<file path="src/rtl/switch_pkg.sv">
// Constants and state encoding shared by the 4x4 switch top, its queues and the
// per-output-port arbiters.
package switch_pkg;

  localparam int NUM_IN  = 4;
  localparam int DATA_W  = 33;
  localparam int EOP_BIT = DATA_W - 1;

  typedef enum logic {
    ST_IDLE  = 1'b0,
    ST_GRANT = 1'b1
  } arb_state_t;

endpackage

</file>
<file path="src/rtl/switch_out_arbiter_rr_pick.sv">
// Combinational round-robin picker: first requester after ptr, wrapping modulo 4.
// Shared by every output port of the switch.
module rr_pick
  import switch_pkg::*;
(
  input  logic [NUM_IN-1:0] req,
  input  logic [1:0]        ptr,
  output logic [1:0]        idx,
  output logic              vld
);

  // Walk from the lowest priority (ptr itself) up to ptr+1 so the nearest wins.
  always_comb begin
    idx = '0;
    vld = 1'b0;
    for (int k = NUM_IN; k >= 1; k--) begin
      if (req[ptr + 2'(k)]) begin
        idx = ptr + 2'(k);
        vld = 1'b1;
      end
    end
  end

endmodule

</file>
<file path="config.mk">
export PLATFORM = sky130hd
export DESIGN_NAME = rr_pick
export DESIGN_NICKNAME = d
export VERILOG_FILES = /design/src/rtl/switch_pkg.sv /design/src/rtl/switch_out_arbiter_rr_pick.sv
export SDC_FILE = /design/constraint.sdc
export NUM_CORES = 1
export LEC_CHECK = 0
export CORE_AREA = 2 2 39 41
export DETAILED_ROUTE_END_ITERATION = 6
export DIE_AREA = 0 0 41 43
export PLACE_DENSITY_LB_ADDON = 0.12
export SKIP_LAST_GASP = 1
export SLEW_MARGIN = 10
export SYNTH_ARGS = -nofsm -noshare
export SYNTH_HDL_FRONTEND = slang
export SYNTH_SLANG_ARGS = --single-unit
</file>
<file path="constraint.sdc">
create_clock -name vclk -period 1.25
set_input_delay 0.1875 -clock vclk [all_inputs]
set_output_delay 0.1875 -clock vclk [all_outputs]
set_load 0.05 [all_outputs]
</file>
# == Word level (Yosys, flattened, before mapping) ==
# Index checks and enable logic that the tools add are counted.
# word_totals
ff_bits,0
input_bits,6
output_inout_bits,3
wordCells,23
# op_classes
n_addsub,3
order_cmp,4
muxes,16
# op_table
operator,count
"< comparator 2 x 3 -> 1 bit, second input constant",4
binary-select mux 1 bit (select 2 bit),4
2-to-1 mux 1 bit,8
2-to-1 mux 2 bit,4
"adder 2 bit, second input constant",2
"adder 2 x 1 -> 2 bit, second input constant",1

# == Longest topological paths before layout ==
# Gate-level depths: netlist of the first run.
# depth
word_depth,6
ltp_mapped,3
mapped_depth_nobuf,3

# == Least setup slack after synthesis of the first run ==
# OpenSTA, ideal clock, no wires.
# synth_path
kind,in2out
startpoint,in ptr[1]
endpoint,out idx[1]
t_arrival_ps,1125
t_required_ps,1062
setup_slack_ps,-62
cell_stages,3
path_buffers,0
cell_sequence,a21oi_1 a31oi_1 a21oi_1
# synth_between
elab_chain_len,6
word_cells_on_any_way,15
classes_between,add/sub: 3; mux: 12
# synth_rtl
item,line_no,source
from (decl),switch_out_arbiter_rr_pick.sv:7,"input logic [1:0] ptr,"
adder 2 bit or binary-select mux 1 bit (select 2 bit) (tied branches),"switch_out_arbiter_rr_pick.sv:17, switch_out_arbiter_rr_pick.sv:18",
binary-select mux 1 bit (select 2 bit) or 2-to-1 mux 1 bit (tied branches),switch_out_arbiter_rr_pick.sv:17,if (req[ptr + 2'(k)]) begin
2-to-1 mux 1 bit (implied by the code) or 2-to-1 mux 2 bit (tied branches),switch_out_arbiter_rr_pick.sv:17,
2-to-1 mux 2 bit (2 in series),switch_out_arbiter_rr_pick.sv:17,
2-to-1 mux 2 bit (*),switch_out_arbiter_rr_pick.sv:17,
to (decl),switch_out_arbiter_rr_pick.sv:8,"output logic [1:0] idx,"
# Mark *: on every way between the ends. The rest lies on a longest branch, timed or not. The select of a mux whose other input is x is not followed.

# == Worst setup path after layout of the first run ==
# layout_path
startpoint,in ptr[1]
endpoint,out idx[0]
# layout_between
elab_chain_len,6
word_cells_on_any_way,15
classes_between,add/sub: 3; mux: 12
# layout_rtl
item,line_no
adder 2 bit or binary-select mux 1 bit (select 2 bit) (tied branches),switch_out_arbiter_rr_pick.sv:17
binary-select mux 1 bit (select 2 bit) or 2-to-1 mux 1 bit (tied branches),switch_out_arbiter_rr_pick.sv:17
2-to-1 mux 1 bit (implied by the code) or 2-to-1 mux 2 bit (tied branches),switch_out_arbiter_rr_pick.sv:17
2-to-1 mux 2 bit (2 in series),switch_out_arbiter_rr_pick.sv:17
2-to-1 mux 2 bit (*),switch_out_arbiter_rr_pick.sv:17
# Marks and branches as above.

==> summary.md, run 1 <==
| Metric | Value |
|---|---|
| Min Tclk post-route | `1.213 ns` |
| ANT nets after route | `0` |
| Synth top area cells | `nand2b_1 (21%), o221ai_2 (16%), a21oi_1 (11%)` |
| Post-DP HPWL | `327.7 um` |
| Grt peak-use layer | `met2` |
| FF+latch count | `0` |
| Place WS | `-0.3203 ns` |
| Core Region | `1384 sq um` |
| Met2 Resource Use GR | `9.375%` |
| First-pass GRT wire length | `586 um` |
| Final Hold Viols | `0` |
| Seq. cell area | `0 sq um` |
| Final setup violation count | `0` |
| Sequential area share after synthesis | `0%` |
| WS Path Type | `in2out` |
| Diodes inserted | `0` |
| Cells after Synth | `14` |
| Ratio of cells with drive above 1 in the final layout | `48.15%` |
| Hold Crit Class | `in2out` |
| Die area | `1763 sq um` |
| Final WL | `347 um` |
| Syn avg cell area | `6.524 sq um` |
| Finished Core Util | `19.17%` |
| CP Capture Type | `primary output` |
| Syn Std Cell Area | `91.34 sq um` |
| Cell taking the most area after synthesis | `nand2b_1` |
| GP Congestion | `0.6098` |
| Crit path max fanout | `6` |
| # DRC | `0` |
| Fill cells | `161` |
| P&R area growth vs syn | `190.4%` |
| Critical Path AT | `1.03 ns` |
| Number of global-route vias before repair | `176` |
| PortBufs | `9` |
| Met3 usage | `0%` |
| Design Power | `119.1 uW` |
| DR WL/cell | `8.070 um` |
| Final WS setup | `0.03702 ns` |
| Max stage delay on crit path | `0.24 ns` |
| Largest net degree at the start of global routing | `7` |
| Most common cell after layout, fill and taps aside | `buf_4` |
| IO Count | `9` |
| Synth unique cells | `10` |
| Final period utilization | `97.04%` |
| Worst slew pin tran | `0.1645 ns` |
| Vias | `147` |
| Cells along the critical path | `clkdlybuf4s15_2 -> nand2b_4 -> a21oi_2 -> o221ai_2 -> buf_12` |
| Site Rows | `14` |
| Slowest stage cell, crit path | `clkdlybuf4s15_2` |
| Starting density of the core | `6.600%` |
| GR Util met1 | `4.114%` |
| GRT overflow | `0` |
| Iteration-0 DRC Markers | `2` |
| Die H | `43 um` |
| Tot GR Track Use | `4.296%` |
| Most frequent cells in the layout | `buf_4 (4), dlygate4sd2_1 (3), buf_12 (3)` |
| RSZ-0062 raised after global routing | `false` |
| Clk_buf instances | `0` |
| Crit path launch type | `input port` |
| Initial antenna violation count | `0` |
| Count of pins over their slew limit | `0` |
| Max-cap violations | `0` |
| Final #Nets | `35` |
| Lkg Pwr | `0.0001197 uW` |
| VDD IR-drop max | `0.08765 mV` |
| Outcome | `finished clean` |
| PwrDens | `448.8 nW/um^2` |
| Synthesized Nets | `20` |
| Vias/cell | `3.419` |
| Fmax | `824.4 MHz` |
| Critical Path RT | `1.06 ns` |
| DR pass1 iterations | `2` |
| DIE WIDTH | `41 um` |
| Relative slew slack | `88.72%` |
| Synthesis Warnings | `0` |
| Top-area cell type share of the netlist area | `20.55%` |
-- layer usage --
| metal | up-vias | wire (um) |
|---|---|---|
| li1 | 77 | - |
| met1 | 69 | 117 |
| met2 | 1 | 224 |
| met3 | 0 | 5 |
| met4 | 0 | 0 |
| met5 | - | 0 |
-- synthesized netlist by cell type, drive strengths merged --
cell type,number
and2b,1
inv,1
a21oi,3
nor2,2
o221ai,1
nand2,1
mux2i,1
nand2b,3
a31oi,1
-- logic make-up (layout without fill, tap and decap cells) --
logic type / after synthesis / after routing / share of synthesized area, %
compound gates: 5 / 5 / 43.84
buf+inv: 1 / 14 / 4.106
mux: 1 / 1 / 10.96
simple gates: 7 / 7 / 41.10
-- area by class of cell --
| class | count | area (sq um) | share of cell area [%] |
|---|---|---|---|
| multi-input combinational | 13 | 98.84 | 37.26 |
| inverter | 1 | 3.754 | 1.415 |
| timing repair buffer | 13 | 142.6 | 53.77 |
| tap | 16 | 20.02 | 7.547 |
-- stage by stage --
stage                     cells  area (sq um)  setup TNS (ns)  hold WS (ns)
after floorplan              14         95.09               0        0.6074
after global placement       43         265.3         -0.7202         1.138
after detailed placement     43         265.3         -0.7036         1.157
after CTS                    43         265.3               0        0.9025
after global routing         43         265.3               0        0.9384
final                        43         265.3               0        0.8941
-- worst max-delay path: cells and delay by family --
family                 cells  cell delay (ns)
buffers and inverters      2             0.41
AOI/OAI and AO/OA          2             0.28
and+or+nand+nor            1             0.14
-- where the power goes --
| part | switching (uW) | internal [uW] | total (uW) |
|---|---|---|---|
| registers | 0 | 0 | 0 |
| clock network | 0 | 0 | 0 |
| logic | 58.0 | 61.1 | 119 |
-- worst paths after layout --
path,start,endpoint,slack [ns],cells after the start
max,ptr[1],idx[0],0.04,5
min,req[2],vld,0.89,5
-- timing repair --
| item | 4_1_cts | 5_1_grt |
|---|---|---|
| hold buffers | 0 | 0 |
| resized for setup | 13 | 0 |
| endpoints found under the setup margin | 3 | 0 |
| setup buffers | 0 | 0 |
Note: power is estimated with default switching activity, not from simulation.
==> run 2, diff against run 1 <==
Settings changed: TNS_END_PERCENT set to 5.
==> results of run 2 <==
No change in the layout: final DEF, timing and power equal those of run 1.
